`config.mk`:
```
export PLATFORM = sky130hd
export DESIGN_NAME = eda_window_compare
export DESIGN_NICKNAME = d
export VERILOG_FILES = /design/src/rtl/eda_pkg.sv /design/src/rtl/eda_max_tree.sv /design/src/rtl/eda_window_compare.sv
export SDC_FILE = /design/constraint.sdc
export NUM_CORES = 1
export LEC_CHECK = 0
export ABC_AREA = 0
export CAP_MARGIN = 20
export CORE_MARGIN = 2
export CORE_UTILIZATION = 40
export DETAILED_ROUTE_END_ITERATION = 6
export GPL_TIMING_DRIVEN = 1
export PLACE_DENSITY_LB_ADDON = 0.15
export SLEW_MARGIN = 20
export SYNTH_ARGS = -nofsm -noshare
export SYNTH_HDL_FRONTEND = slang
export SYNTH_SLANG_ARGS = --single-unit
```
`constraint.sdc`:
```
create_clock -name clk -period 9.3 [get_ports clk]
set_clock_uncertainty 0.15 [all_clocks]
set_input_delay 1.86 -clock clk [delete_from_list [all_inputs] [get_ports clk]]
set_output_delay 1.86 -clock clk [all_outputs]
set_load 0.01 [all_outputs]
```
`src/rtl/eda_pkg.sv`:
```
// Shared types and helpers for the window-compare block: FSM states,
// default geometry and a lowest-set-bit priority encoder.
package eda_pkg;

  localparam int unsigned DEF_PIXEL_WIDTH = 8;
  localparam int unsigned DEF_WIN_K       = 3;
  localparam int unsigned MAX_NEIGH       = 48;
  localparam int unsigned MAX_IDX_W       = 6;

  typedef enum logic [1:0] {
    ST_IDLE = 2'd0,
    ST_CALC = 2'd1,
    ST_PUSH = 2'd2
  } state_t;

  // Index of the lowest set bit; 0 when the mask is empty.
  function automatic logic [MAX_IDX_W-1:0] lowest_set(input logic [MAX_NEIGH-1:0] v);
    logic [MAX_IDX_W-1:0] idx;
    idx = '0;
    for (int i = int'(MAX_NEIGH) - 1; i >= 0; i--) begin
      if (v[i]) idx = MAX_IDX_W'(i);
    end
    return idx;
  endfunction

endpackage

```
`src/rtl/eda_max_tree.sv`:
```
// Binary unsigned max tree over N pixels, zero-padded to a power of two.
// PIPE inserts one register stage at the middle level of the tree.
module eda_max_tree #(
  parameter int unsigned N           = 8,
  parameter int unsigned PIXEL_WIDTH = 8,
  parameter bit          PIPE        = 1'b0
) (
  input  logic                     clk,
  input  logic                     reset_n,
  input  logic [N*PIXEL_WIDTH-1:0] values,
  output logic [PIXEL_WIDTH-1:0]   max_value
);

  localparam int unsigned LEVELS = (N > 1) ? $clog2(N) : 1;
  localparam int unsigned LEAVES = 1 << LEVELS;
  localparam int unsigned MID    = LEVELS / 2;

  for (genvar l = 0; l <= LEVELS; l++) begin : g_lvl
    localparam int unsigned CNT = LEAVES >> l;
    logic [CNT*PIXEL_WIDTH-1:0] v;

    if (l == 0) begin : g_in
      assign v = (CNT*PIXEL_WIDTH)'(values);
    end else begin : g_max
      logic [CNT*PIXEL_WIDTH-1:0] m;
      for (genvar k = 0; k < CNT; k++) begin : g_k
        logic [PIXEL_WIDTH-1:0] a;
        logic [PIXEL_WIDTH-1:0] b;
        assign a = g_lvl[l-1].v[(2*k)*PIXEL_WIDTH +: PIXEL_WIDTH];
        assign b = g_lvl[l-1].v[(2*k+1)*PIXEL_WIDTH +: PIXEL_WIDTH];
        assign m[k*PIXEL_WIDTH +: PIXEL_WIDTH] = (a >= b) ? a : b;
      end
      if (PIPE && (l == MID)) begin : g_reg
        always_ff @(posedge clk or negedge reset_n) begin
          if (!reset_n) v <= '0;
          else          v <= m;
        end
      end else begin : g_comb
        assign v = m;
      end
    end
  end

  if (!PIPE) begin : g_nopipe
    logic unused_clk;
    assign unused_clk = clk ^ reset_n;
  end

  assign max_value = g_lvl[LEVELS].v;

endmodule

```
`src/rtl/eda_window_compare.sv`:
```
// Regional-max window compare with a push queue for equal-valued neighbours.
// Define EDA_WINDOW_COMPARE_PIPE_EN to register the max tree mid-way (+1 cycle).
module eda_window_compare
  import eda_pkg::*;
#(
  parameter  int unsigned PIXEL_WIDTH  = DEF_PIXEL_WIDTH,
  parameter  int unsigned WIN_K        = DEF_WIN_K,
  localparam int unsigned WINDOW_WIDTH = WIN_K * WIN_K,
  localparam int unsigned NEIGH        = WINDOW_WIDTH - 1,
  localparam int unsigned CENTER       = (WINDOW_WIDTH - 1) / 2,
  localparam int unsigned IDX_W        = $clog2(NEIGH)
) (
  input  logic                                clk,
  input  logic                                reset_n,
  input  logic                                in_valid,
  output logic                                in_ready,
  input  logic [PIXEL_WIDTH*WINDOW_WIDTH-1:0] window_values,
  input  logic [NEIGH-1:0]                    neigh_addr_valid,
  input  logic [NEIGH-1:0]                    iterated_idx,
  input  logic                                flush,
  output logic                                out_valid,
  output logic                                compare_out,
  output logic [NEIGH-1:0]                    equal_positions,
  output logic                                push_valid,
  output logic [IDX_W-1:0]                    push_idx,
  input  logic                                push_ready
);

`ifdef EDA_WINDOW_COMPARE_PIPE_EN
  localparam bit PIPE_EN = 1'b1;
`else
  localparam bit PIPE_EN = 1'b0;
`endif

  state_t                              state;
  logic [PIXEL_WIDTH*WINDOW_WIDTH-1:0] win_q;
  logic [NEIGH-1:0]                    valid_q;
  logic [NEIGH-1:0]                    pending;
  logic                                calc_stage;

  logic [PIXEL_WIDTH-1:0]       centre;
  logic [PIXEL_WIDTH-1:0]       nb;
  logic [NEIGH*PIXEL_WIDTH-1:0] leaves;
  logic [NEIGH-1:0]             eq_c;
  logic [PIXEL_WIDTH-1:0]       max_c;
  logic                         cmp_c;
  logic                         calc_done;
  logic [NEIGH-1:0]             avail;
  logic [NEIGH-1:0]             fire_mask;

  // Neighbours skip the centre position; invalid ones feed 0 into the tree.
  always_comb begin
    leaves = '0;
    eq_c   = '0;
    nb     = '0;
    centre = win_q[CENTER*PIXEL_WIDTH +: PIXEL_WIDTH];
    for (int j = 0; j < int'(NEIGH); j++) begin
      if (j < int'(CENTER)) nb = win_q[j*PIXEL_WIDTH +: PIXEL_WIDTH];
      else                  nb = win_q[(j+1)*PIXEL_WIDTH +: PIXEL_WIDTH];
      if (valid_q[j]) begin
        leaves[j*PIXEL_WIDTH +: PIXEL_WIDTH] = nb;
        eq_c[j] = (nb == centre);
      end
    end
  end

  eda_max_tree #(
    .N           (NEIGH),
    .PIXEL_WIDTH (PIXEL_WIDTH),
    .PIPE        (PIPE_EN)
  ) u_max_tree (
    .clk       (clk),
    .reset_n   (reset_n),
    .values    (leaves),
    .max_value (max_c)
  );

  assign cmp_c     = (centre >= max_c);
  assign calc_done = (calc_stage == PIPE_EN);

  // Push side follows the live iterated mask so a stalled index can advance.
  assign avail      = pending & ~iterated_idx;
  assign push_valid = (state == ST_PUSH) && (|avail);
  assign push_idx   = IDX_W'(lowest_set(MAX_NEIGH'(avail)));
  assign fire_mask  = (push_valid && push_ready) ? (NEIGH'(1) << push_idx) : '0;

  always_ff @(posedge clk or negedge reset_n) begin
    if (!reset_n) begin
      state           <= ST_IDLE;
      in_ready        <= 1'b1;
      out_valid       <= 1'b0;
      compare_out     <= 1'b0;
      equal_positions <= '0;
      pending         <= '0;
      calc_stage      <= 1'b0;
      win_q           <= '0;
      valid_q         <= '0;
    end else begin
      out_valid <= 1'b0;
      if (flush) begin
        state    <= ST_IDLE;
        pending  <= '0;
        in_ready <= 1'b1;
      end else begin
        case (state)
          ST_IDLE: begin
            if (in_valid && in_ready) begin
              win_q      <= window_values;
              valid_q    <= neigh_addr_valid;
              calc_stage <= 1'b0;
              in_ready   <= 1'b0;
              state      <= ST_CALC;
            end
          end
          ST_CALC: begin
            if (calc_done) begin
              out_valid       <= 1'b1;
              compare_out     <= cmp_c;
              equal_positions <= eq_c;
              pending         <= eq_c;
              state           <= ST_PUSH;
            end else begin
              calc_stage <= 1'b1;
            end
          end
          ST_PUSH: begin
            if (pending == '0) begin
              state    <= ST_IDLE;
              in_ready <= 1'b1;
            end else begin
              pending <= pending & ~iterated_idx & ~fire_mask;
            end
          end
          default: begin
            state    <= ST_IDLE;
            in_ready <= 1'b1;
          end
        endcase
      end
    end
  end

endmodule

```
==> impl_metrics.tcl <==
set metrics [dict create \
    status "finished, final reports clean" \
    final-hold-violation-count 0 \
    hpwlAfterDp_mm 14.8 \
    worst_slew_margin_rel_pct 34.7 \
    syn_inst 737 \
    dpl_cell_area_um2 8530 \
    clk_pin_slew_worst_paths_ns 0.08 \
    p_leak_nw 3.89 \
    syn_to_final_growth_pct 21.5 \
    h-tree-depth 3 \
    drt_iter0_drc 349 \
    final_util_pct 49.5 \
    avgSynthCellArea_um2 9.89 \
    criticalPathCategory "flop to flop" \
    timing.rr.end "compare_out" \
    ioPinCount 108 \
    post_cts_buffers 0 \
    cts_buffers 9 \
    antenna_left 0 \
    fin_crit_sh_pct 84.7 \
    arrival_ns 7.97 \
    wl_per_cell_um 18.5 \
    power_density_nw_per_um2 370 \
    cp_num_cells 32 \
    drc_errors 0 \
    synth_area_leader_cell "dfrtp_1" \
    dp.cells 1041 \
    yosys.area.top_type_share_pct 34.3 \
    start_kind "flop" \
    synth-seq-cells 101 \
    ctsHoldBuffers 0 \
    crit_slowest_cell "dfrtp_1" \
    track_usage_pct 20.6 \
    end_kind "flop" \
    cts_resized 0 \
    design_area_um2 8850 \
    grt_max_degree 77 \
    ir_drop_mv 0.277 \
    ys_types 61 \
    cts_tree "built" \
    top_layer "met4" \
    gp_congestion 0.926 \
    startpoint "valid_q[7]" \
    core_area_um2 17900 \
    cp_max_fo 22 \
    drive_gt1_share_pct 15.7 \
    synth-main-ff-cell "dfrtp_1" \
    antenna_found_initial 0 \
    fp.dieH_um 139 \
    fmax_mhz 127 \
    netlist_top_cells_area "dfrtp_1 34%, mux2_2 14%, ha_1 10%, nand2_1 4.0%, xnor2_1 3.8%" \
    overflow 0 \
    critPathRequiredTime_ns 9.39 \
    ys_seq_area_share_pct 34.7 \
    cts.path.max_buffers 2 \
    routed_via_density 5.48 \
    fill_cells 1669 \
    crit_buf_inv 2 \
    vias 5793 \
    tns_ns 0 \
    dr_wl_met3_mm 1.03 \
    stdcell_count 1057 \
    ff2ff_setup_slack_ns 1.42 \
    synth_nets 891 \
    yosys_warnings 0 \
    cap_violations 0 \
    slew_violations 0 \
    synthArstFlopShare_pct 100 \
    io_buffers 107 \
    syn_area_um2 7290 \
    dr_wl_met2_mm 9.73 \
    wl_met1_mm 8.53 \
    dr.pass1.iters 5 \
    initial_utilization_pct 40.7 \
    synth_edf_count 0 \
    grt_pass1_wl_mm 31.6 \
    die_x_um 139 \
    critPathMaxStageDelay_ns 0.77 \
    timing.rr.start "valid_q[7]" \
    wirelength_mm 19.5 \
    insertion_delay_ns 0.37 \
    finalSetupViolations 0 \
    rr_worst_depth 32 \
    dp_slack_ns 1.57 \
    cts_sinks 101 \
    fin_nets 977 \
    crit_family "compound AO/OA/AOI/OAI gates" \
    grt_pass1_vias 5928 \
    timing.final.ws_setup_ns 1.42 \
    rsz0062_at_grt "false" \
    rows 49 \
    period_minus_slack_ns 7.88 \
    crit_end "compare_out" \
    n_antenna_cell 0 \
    hold_path_class "flop to flop" \
    tightest_slew_ns 0.980 \
    cts_root_buffer "clkbuf_16" \
    die_area_um2 19300 \
]
[where the power goes]
| part | switching, W | internal [W] |
|---|---|---|
| Sequential | 0.000204 | 0.000543 |
| Clock | 0.000200 | 0.000197 |
| Combinational | 0.00108 | 0.00105 |
[registers in the layout, summed over array words and instances, names as in the netlist]
register and count:
state 2, pending 8, equal_positions 8, compare_out 1, win_q 72, valid_q 8, in_ready 1, out_valid 1
[final cells by class]
class | count | area (um2) | share of cell area, %
Multi-Input combinational cell | 555 | 4460 | 50.3
Tap cell | 229 | 287 | 3.24
Clock inverter | 7 | 93.8 | 1.06
Timing Repair Buffer | 110 | 1090 | 12.3
Clock buffer | 9 | 225 | 2.54
Inverter | 46 | 173 | 1.95
Sequential cell | 101 | 2530 | 28.6
[routing by layer]
metal  GRT usage, %  vias up
met5              0        -
li1               -     2802
met4           4.31        0
met2           35.5      151
met3           4.28       15
met1           26.8     2825
[logic make-up (layout without fill, tap and decap cells)]
family / after synthesis / in the layout / share of synthesized area, %
buffers and inverters: 81 / 172 / 4.29
XOR/XNOR: 64 / 64 / 7.69
flip-flops: 101 / 101 / 34.7
multiplexers: 112 / 112 / 17.0
AND/OR/NAND/NOR: 190 / 190 / 13.0
adder cells (fa/ha/maj): 61 / 61 / 10.5
AO/OA/AOI/OAI: 128 / 128 / 12.8
[cells in the mapped netlist, drive strengths merged (6+ instances only)]
cell type / instances
a21o: 12
a21oi: 28
a22oi: 7
a311oi: 8
a31oi: 10
a32oi: 6
and2: 19
and3: 9
clkbuf: 32
dfrtp: 100
ha: 61
inv: 46
mux2: 93
mux2i: 19
nand2: 79
nand2b: 15
nand3: 7
nand4: 10
nor2: 18
nor2b: 6
nor4: 13
o21a: 12
o21ai: 16
xnor2: 32
xor2: 32
[through the flow]
stage	total power, W	hold slack (ns)
6_report	0.00327	0.364
5_1_grt	0.00363	0.392
3_3_place_gp	0.00280	0.344
3_5_place_dp	0.00287	0.349
4_1_cts	0.00329	0.368
2_1_floorplan	0.00236	0.323
[worst min-delay path by stage]
stage	start	end	slack (ns)	cells past startpoint
2_1_floorplan	pending[2]	pending[2]	0.32	2
6_report	equal_positions[0]	equal_positions[0]	0.36	1
4_1_cts	equal_positions[0]	equal_positions[0]	0.37	1
3_5_place_dp	equal_positions[0]	equal_positions[0]	0.35	1
3_3_place_gp	equal_positions[7]	equal_positions[7]	0.34	1
5_1_grt	equal_positions[0]	equal_positions[0]	0.39	1
[cells in the final DEF (no fill, tap or decap), drive strengths merged, types with 18 or more instances in the layout]
master	instances
inv	51
mux2i	19
clkdlybuf4s50	106
xor2	32
xnor2	32
mux2	93
nand2	79
and2	19
a21oi	28
ha	61
dfrtp	100
nor2	18
No activity file was read; power rests on OpenSTA's default activity.
